==> src/rtl/vu_level_detector.sv <==
// ---------------------------------------------------------------------------
// vu_level_detector
//   Stereo peak/envelope detector for a VU meter. Each channel's |sample| is
//   taken over a window of DECIM audio strobes. At the end of each window the
//   envelope jumps straight up to the window peak, or else decays by
//   env >> DECAY_SHIFT.
//
// Optional build macro:
//   VU_LEVEL_CLIP_HOLD_EN - builds per-channel clip detection with a hold
//                           counter. When it is undefined, clip_l and clip_r
//                           are tied to 0.
//
// Ports:
//   clk            - system clock; all logic runs on the rising edge
//   reset          - asynchronous active-low reset (release is synchronised)
//   audio_enable   - one-cycle strobe per stereo sample
//   l/r_audio_signal - two's-complement samples, valid with audio_enable
//   l_level/r_level  - envelope magnitude 0..32767, held between updates
//   level_valid    - one-cycle pulse when l_level/r_level update
//   clip_l/clip_r  - clip indicators, updated together with level_valid
//
// Latency: the strobe that closes a window is sampled at edge E0.
//   E0: S1 registers the abs value and the clip flag.
//   E1: S2 merges the peak and updates the envelope.
//   E2: the output registers load, and level_valid is high.
// ---------------------------------------------------------------------------
module vu_level_detector #(
  parameter int DECIM       = 16,
  parameter int DECAY_SHIFT = 4,
  parameter int CLIP_HOLD   = 8
) (
  input  logic        clk,
  input  logic        reset,
  input  logic        audio_enable,
  input  logic [15:0] l_audio_signal,
  input  logic [15:0] r_audio_signal,
  output logic [15:0] l_level,
  output logic [15:0] r_level,
  output logic        level_valid,
  output logic        clip_l,
  output logic        clip_r
);

  localparam int            CW       = $clog2(DECIM);
  localparam logic [CW-1:0] LAST_IDX = CW'(DECIM - 1);

  // |s|, with -32768 saturating to 32767
  function automatic logic [15:0] sat_abs(input logic [15:0] s);
    logic [15:0] a;
    if (s == 16'h8000) begin
      a = 16'h7fff;
    end else if (s[15]) begin
      a = 16'(~s + 16'd1);
    end else begin
      a = s;
    end
    return a;
  endfunction

  // Instant attack; the release step is at least 1 while env is non-zero
  function automatic logic [15:0] env_next(input logic [15:0] env, input logic [15:0] peak);
    logic [15:0] d;
    logic [15:0] n;
    d = env >> DECAY_SHIFT;
    if (peak >= env) begin
      n = peak;
    end else if (d != 16'd0) begin
      n = env - d;
    end else if (env != 16'd0) begin
      n = env - 16'd1;
    end else begin
      n = 16'd0;
    end
    return n;
  endfunction

  logic          rst_meta_r, rst_sync_r;
  logic [CW-1:0] cnt_r;
  logic          s1_valid_r, s1_close_r;
  logic [15:0]   abs_l_r, abs_r_r;
  logic [15:0]   peak_l_r, peak_r_r;
  logic [15:0]   peak_l_m_s, peak_r_m_s;
  logic [15:0]   env_l_r, env_r_r;
  logic          close_s2_r;

  // Reset synchroniser: assertion is immediate, release takes two clk edges
  always_ff @(posedge clk or negedge reset) begin
    if (!reset) begin
      rst_meta_r <= 1'b0;
      rst_sync_r <= 1'b0;
    end else begin
      rst_meta_r <= 1'b1;
      rst_sync_r <= rst_meta_r;
    end
  end

  // S1: abs value capture, window counter and window-close tag
  always_ff @(posedge clk or negedge rst_sync_r) begin
    if (!rst_sync_r) begin
      cnt_r      <= {CW{1'b0}};
      s1_valid_r <= 1'b0;
      s1_close_r <= 1'b0;
      abs_l_r    <= 16'd0;
      abs_r_r    <= 16'd0;
    end else if (audio_enable) begin
      cnt_r      <= cnt_r + CW'(1);
      s1_valid_r <= 1'b1;
      s1_close_r <= (cnt_r == LAST_IDX);
      abs_l_r    <= sat_abs(l_audio_signal);
      abs_r_r    <= sat_abs(r_audio_signal);
    end else begin
      s1_valid_r <= 1'b0;
    end
  end

  // Merge the S1 sample into the running peak; the closing sample is included
  always_comb begin
    peak_l_m_s = (abs_l_r > peak_l_r) ? abs_l_r : peak_l_r;
    peak_r_m_s = (abs_r_r > peak_r_r) ? abs_r_r : peak_r_r;
  end

  // S2: peak accumulation and envelope update at window close
  always_ff @(posedge clk or negedge rst_sync_r) begin
    if (!rst_sync_r) begin
      peak_l_r   <= 16'd0;
      peak_r_r   <= 16'd0;
      env_l_r    <= 16'd0;
      env_r_r    <= 16'd0;
      close_s2_r <= 1'b0;
    end else if (s1_valid_r && s1_close_r) begin
      peak_l_r   <= 16'd0;
      peak_r_r   <= 16'd0;
      env_l_r    <= env_next(env_l_r, peak_l_m_s);
      env_r_r    <= env_next(env_r_r, peak_r_m_s);
      close_s2_r <= 1'b1;
    end else if (s1_valid_r) begin
      peak_l_r   <= peak_l_m_s;
      peak_r_r   <= peak_r_m_s;
      close_s2_r <= 1'b0;
    end else begin
      close_s2_r <= 1'b0;
    end
  end

  // Output stage: the levels load and hold, and level_valid pulses for one cycle
  always_ff @(posedge clk or negedge rst_sync_r) begin
    if (!rst_sync_r) begin
      l_level     <= 16'd0;
      r_level     <= 16'd0;
      level_valid <= 1'b0;
    end else if (close_s2_r) begin
      l_level     <= env_l_r;
      r_level     <= env_r_r;
      level_valid <= 1'b1;
    end else begin
      level_valid <= 1'b0;
    end
  end

`ifdef VU_LEVEL_CLIP_HOLD_EN
  localparam int            HW        = $clog2(CLIP_HOLD + 1);
  localparam logic [HW-1:0] HOLD_INIT = HW'(CLIP_HOLD);

  function automatic logic is_clip(input logic [15:0] s);
    return (s == 16'h7fff) || (s == 16'h8000);
  endfunction

  logic          s1_clip_l_r, s1_clip_r_r;
  logic          win_clip_l_r, win_clip_r_r;
  logic [HW-1:0] hold_l_r, hold_r_r;
  logic          clip_s2_l_r, clip_s2_r_r;

  // S1: raw full-scale detection (before saturation hides -32768)
  always_ff @(posedge clk or negedge rst_sync_r) begin
    if (!rst_sync_r) begin
      s1_clip_l_r <= 1'b0;
      s1_clip_r_r <= 1'b0;
    end else if (audio_enable) begin
      s1_clip_l_r <= is_clip(l_audio_signal);
      s1_clip_r_r <= is_clip(r_audio_signal);
    end else begin
      s1_clip_l_r <= s1_clip_l_r;
      s1_clip_r_r <= s1_clip_r_r;
    end
  end

  // S2: clip hold. A clipped window loads the hold counter. Each later clean
  // close still shows clip while hold is non-zero and then counts hold down.
  // So clip stays high for the clipped window plus CLIP_HOLD more closes.
  always_ff @(posedge clk or negedge rst_sync_r) begin
    if (!rst_sync_r) begin
      win_clip_l_r <= 1'b0;
      win_clip_r_r <= 1'b0;
      hold_l_r     <= {HW{1'b0}};
      hold_r_r     <= {HW{1'b0}};
      clip_s2_l_r  <= 1'b0;
      clip_s2_r_r  <= 1'b0;
    end else if (s1_valid_r && s1_close_r) begin
      win_clip_l_r <= 1'b0;
      win_clip_r_r <= 1'b0;
      if (win_clip_l_r || s1_clip_l_r) begin
        hold_l_r    <= HOLD_INIT;
        clip_s2_l_r <= 1'b1;
      end else begin
        hold_l_r    <= (hold_l_r != {HW{1'b0}}) ? hold_l_r - HW'(1) : hold_l_r;
        clip_s2_l_r <= (hold_l_r != {HW{1'b0}});
      end
      if (win_clip_r_r || s1_clip_r_r) begin
        hold_r_r    <= HOLD_INIT;
        clip_s2_r_r <= 1'b1;
      end else begin
        hold_r_r    <= (hold_r_r != {HW{1'b0}}) ? hold_r_r - HW'(1) : hold_r_r;
        clip_s2_r_r <= (hold_r_r != {HW{1'b0}});
      end
    end else if (s1_valid_r) begin
      win_clip_l_r <= win_clip_l_r | s1_clip_l_r;
      win_clip_r_r <= win_clip_r_r | s1_clip_r_r;
    end else begin
      win_clip_l_r <= win_clip_l_r;
      win_clip_r_r <= win_clip_r_r;
    end
  end

  // Clip outputs update in the same cycle as level_valid
  always_ff @(posedge clk or negedge rst_sync_r) begin
    if (!rst_sync_r) begin
      clip_l <= 1'b0;
      clip_r <= 1'b0;
    end else if (close_s2_r) begin
      clip_l <= clip_s2_l_r;
      clip_r <= clip_s2_r_r;
    end else begin
      clip_l <= clip_l;
      clip_r <= clip_r;
    end
  end
`else
  assign clip_l = 1'b0;
  assign clip_r = 1'b0;
`endif

endmodule
==> config.mk <==
export PLATFORM = sky130hd
export DESIGN_NAME = vu_level_detector
export DESIGN_NICKNAME = d
export VERILOG_FILES = /design/src/rtl/vu_level_detector.sv
export SDC_FILE = /design/constraint.sdc
export NUM_CORES = 1
export LEC_CHECK = 0
export ABC_AREA = 1
export CELL_PAD_IN_SITES_DETAIL_PLACEMENT = 1
export CELL_PAD_IN_SITES_GLOBAL_PLACEMENT = 1
export CORE_UTILIZATION = 30
export DETAILED_ROUTE_END_ITERATION = 16
export PLACE_DENSITY = 0.63
export SYNTH_ARGS = -nofsm -noshare
export SYNTH_HDL_FRONTEND = slang
export SYNTH_SLANG_ARGS = --single-unit
==> constraint.sdc <==
create_clock -name clk -period 5.3 [get_ports clk]
set_input_delay 1.59 -clock clk [delete_from_list [all_inputs] [get_ports clk]]
set_output_delay 1.59 -clock clk [all_outputs]
set_load 0.05 [all_outputs]
[Yosys cells after proc, flatten, opt, wreduce, memory -nomap -nowiden]
Index checks and enable logic that the tools add are counted.
Word-level totals
  register bits after elaboration: 138
  latch bits: 0
  bits in writable memories: 0
  bits in read-only memories: 0
  bits of input ports: 35
  output and inout port bits: 35
  logic and storage cells: 56
  memories kept: 0
Operators by class
  $add $sub $neg: 7
  $mul: 0
  divide/modulo/power cells: 0
  $lt $le $gt $ge: 4
  equal/unequal tests: 3
  shifts and indexed selects: 0
  multiplexer cells: 19
  bitwise operators: 2
  reductions and logical operators: 6
Operator list (count)
  16-bit two-way mux: 16
  16-bit nonzero test: 4
  16-bit by 1-bit adder with 16-bit output (second input constant): 2
  16-bit == test (second input constant): 2
  16-bit greater-or-equal comparator: 2
  16-bit greater-than comparator: 2
  16-bit NOT: 2
  16-bit by 1-bit subtractor with 16-bit output (second input constant): 2
  16-bit by 12-bit subtractor with 16-bit output: 2
  4-bit by 1-bit adder with 4-bit output (second input constant): 1
  4-bit == test (second input constant): 1
  1-bit two-way mux: 3
  2-bit nonzero test: 1
  1-bit logical AND: 1

[Logic depth before layout (Yosys ltp)]
  word-level depth: 4
  depth in mapped cells: 29
  gate-level depth less buffers: 28

[Worst setup path after synthesis]
OpenSTA, ideal clock, no wires.
  kind: register -> register
  start point: reg abs_r_r[11]
  end point: reg env_r_r[1]
  library setup time: 0.129 ns
  data arrival time: 2.729 ns
  required time: 5.171 ns
  slack: 2.442 ns
  cell stages (with the launch flop): 20
  buffers on the path: 2
  period minus slack after synthesis: 2.858 ns
  path through: dfrtp_1 ha_1 a21oi_1 nand2_1 a21oi_1 nand2_4 clkbuf_4 nand3_1 nand2_1 ha_1 nand2_1 inv_1 nand3_1 nor3_1 nand2_1 nand3_1 buf_2 nand3_1 nand2_1 o21ai_0
Between the ends
  cells in the longest elaborated chain, start to end: 4
RTL lines
  start: declaration: line 80  | logic [15:0] abs_l_r, abs_r_r;
  start signal: assignment: line 110  | abs_r_r <= sat_abs(r_audio_signal);
  16-bit greater-than comparator: line 119  | peak_r_m_s = (abs_r_r > peak_r_r) ? abs_r_r : peak_r_r;
  16-bit two-way mux (*): line 119
  16-bit greater-or-equal comparator: line 65  | if (peak >= env) begin
  16-bit two-way mux (*): line 65
  end signal: assignment: line 134  | env_r_r <= env_next(env_r_r, peak_r_m_s);
  end: declaration: line 83  | logic [15:0] env_l_r, env_r_r;
Mark *: on every way between the ends. The rest lies on a longest branch, timed or not.
A chain may end at the register's enable or synchronous reset.

[Final worst setup path]
  start point: reg peak_r_r[15]
  end point: reg env_r_r[10]
Between the ends
  cells in the longest elaborated chain, start to end: 4
RTL lines
  start: declaration: line 81  | logic [15:0] peak_l_r, peak_r_r;
  start signal: assignment: line 138  | peak_r_r <= peak_r_m_s;
  16-bit greater-than comparator: line 119
  16-bit two-way mux (*): line 119
  16-bit greater-or-equal comparator: line 65
  16-bit two-way mux (*): line 65
Marks and branches as above.

==> reports/qor.yml <==
outcome: "complete, no violations"
setup_ws_ns: 0.9022
cp.arrival_ns: 4.73
r2r-end: "env_r_r[10]"
hold_buffers: 0
drc: 0
cts.reportedPaths.clkPinSlew_ns: 0.07
grt_pass1_wl_um: 52930
synth-seq-cells: 138
p_leak_nw: 6.092
avgSynthCellArea_um2: 6.891
placement.io_buffers: 67
async_reset_ff_frac: 1.000
timing.critical_path.to: "env_r_r[10]"
tightestPinTransition_ns: 1.048
hold_start: "rst_meta_r"
grt_max_degree: 66
final-setup-viol-count: 0
vias_per_cell: 4.795
worstSetupEndpointType: "register"
totalWireLength_um: 31120
pin_count: 70
coreArea_mm2: 0.03370
post_cts.repair.setup_buffers: 0
min_period_ns: 4.398
hp-class: "register to register"
netlist_instances: 1496
clock_latency_ns: 0.44
rsz0062_at_grt: "no"
fin_setup_tns_ns: 0
grt_overflow_total: 0
cts_tree: "done"
ys.flop_type: "dfrtp_1"
timing.fmax_mhz: 227.4
area_delta_synth_final_pct: 16.69
cts_resized: 0
yosysTopAreaCell: "dfrtp_1"
cp.required_ns: 5.63
gp_congestion: 0.8238
finalCritPeriodShare: 0.8298
p_per_area_mw_per_mm2: 733.4
h-tree-depth: 4
via_count: 9638
rows: 67
relSlewSlack: 0.3012
synth_top_area_frac: 0.3350
synth_area_leaders: "dfrtp_1 33%, nand2_1 16%, ha_1 11%"
drt_iter0_drc: 383
r2r_slack_ns: 0.90
clockBufferDepth: 2
synthDistinctLibCells: 47
dpl_worst_slack_ns: 1.002
grt.total_usage: 0.1868
antenna_cells: 0
grt_pass1_vias: 10100
startpoint: "peak_r_r[15]"
die_h_um: 187.4
synth_warnings: 0
finClkSkew_ns: 0.01331
root_buffer: "clkbuf_16"
drt_pass1_iterations: 4
critPathMaxFanout: 22
synth_seq_area_share: 0.3350
reg2reg_from: "peak_r_r[15]"
startpoint_type: "register"
ant_nets: 0
reg2reg_depth: 17
post_drt_wl_per_cell_um: 15.48
fill_cells: 4284
crit_type: "register to register"
hold_violations: 0
drive_gt1_frac: 0.05314
syn_area_mm2: 0.01031
numCtsBuffers: 17
start_util: 0.3059
drv_cap: 0
synth_edf_count: 0
cts_num_sinks: 138
peakVddDrop_mv: 0.2659
hpwl_um: 24630
dieArea_mm2: 0.03511
nets: 1679
die_w_um: 187.4
antenna_found_initial: 0
drv_slew: 0
## how the worst min path moves through the flow
stage            endpoint  slack [ns]  depth (start not counted)
5_1_grt        rst_sync_r        0.38                          0
6_report       rst_sync_r        0.35                          0
4_1_cts        rst_sync_r        0.36                          0
3_5_place_dp   rst_sync_r        0.34                          0
2_1_floorplan  rst_sync_r        0.33                          0
3_3_place_gp   rst_sync_r        0.34                          0
## kinds of logic after synthesis
logic type      count (synthesis)  share of synthesized area
simple gates                  817                     0.3338
buf+inv                       225                    0.08727
compound gates                195                     0.1061
flops                         138                     0.3350
fa+ha+maj                      95                     0.1168
xor+xnor                       24                    0.02039
other cells                     2                  0.0007285
## cells in the final DEF, fill, tap and decap left out, drive strengths merged, types with 11 or more instances in the layout
cell	Yosys	routed
nand2	440	440
inv	183	186
nor2	183	183
nand3	160	160
dfrtp	138	138
a21oi	100	100
ha	93	93
o21ai	71	71
clkdlybuf4s50	0	67
clkbuf	22	19
xor2	18	18
nand4	11	11
nor3	11	11
## cells in the mapped netlist (3+ instances only)
library cell / instances
ha_1: 93
o21ai_0: 62
a21oi_2: 9
xnor2_1: 6
dfrtp_1: 138
o22ai_1: 6
nand4_1: 11
o22a_1: 4
xor2_1: 18
inv_1: 177
a31oi_1: 4
or2_2: 5
o21ai_1: 8
nand3_1: 157
buf_1: 4
nor3_1: 8
a21o_1: 4
buf_4: 3
inv_2: 6
nor2_1: 179
nand2_4: 4
a21oi_1: 91
buf_2: 8
buf_6: 4
nand2_1: 434
clkbuf_1: 21
## sequential cells by signal, summed over array words and instances (netlist names)
signal and cells:
r_level 16, peak_r_r 16, level_valid 1, cnt_r 4
abs_r_r 16, close_s2_r 1, s1_close_r 1, l_level 16
s1_valid_r 1, abs_l_r 16, rst_sync_r 1, env_l_r 16
rst_meta_r 1, peak_l_r 16, env_r_r 16
## power breakdown
group	total, mW	internal, mW	switching, mW
combinational	5.70	1.88	3.82
sequential	1.80	1.44	0.356
clock	1.32	0.805	0.511
total	8.82	4.13	4.69
## cell type report
| cell class | instances | area [um2] | area share |
|---|---|---|---|
| timing repair buffer | 74 | 723.2 | 0.06012 |
| tap | 448 | 560.5 | 0.04660 |
| clock buffer | 19 | 442.9 | 0.03682 |
| multi-input combinational | 1134 | 5962 | 0.4956 |
| sequential | 138 | 3458 | 0.2875 |
| clock inverter | 13 | 191.4 | 0.01591 |
| inverter | 184 | 690.7 | 0.05742 |
## per-layer routing
layer | up-vias | track usage | share of wire
met2 | 121 | 0.2831 | 0.42
li1 | 4933 | - | -
met5 | - | 0 | 0
met1 | 4565 | 0.2797 | 0.54
met4 | 0 | 0.04065 | 0.0084
met3 | 19 | 0.02495 | 0.025
## worst max-delay path, stage by stage, from the launching register on
cell and delay, ns:
dfrtp_1 0.34, inv_1 0.07, ha_1 0.30, nand2_1 0.09, nor3_2 0.27, nand3_2 0.34
nand2_4 0.32, nand2_1 0.11, nand2_1 0.10, ha_1 0.26, a21oi_1 0.15, nand2_1 0.07
a21oi_1 0.19, nand3_1 0.76, inv_1 0.54, o21ai_0 0.19, nand3_1 0.12, nand2_1 0.05
## stage by stage
step / hold slack, ns / instances / total power [mW] / utilization / instance area (um2)
detailed placement: 0.3411 / 1978 / 7.533 / 0.3381 / 11390
finish: 0.3507 / 2010 / 8.822 / 0.3569 / 12030
floorplan: 0.3312 / 1497 / 5.834 / - / 10310
global placement: 0.3367 / 1978 / 7.353 / 0.3381 / 11390
global route: 0.3779 / 2010 / 9.792 / 0.3569 / 12030
CTS: 0.3563 / 2010 / 8.902 / 0.3569 / 12030
No activity file was read; power rests on OpenSTA's default activity.
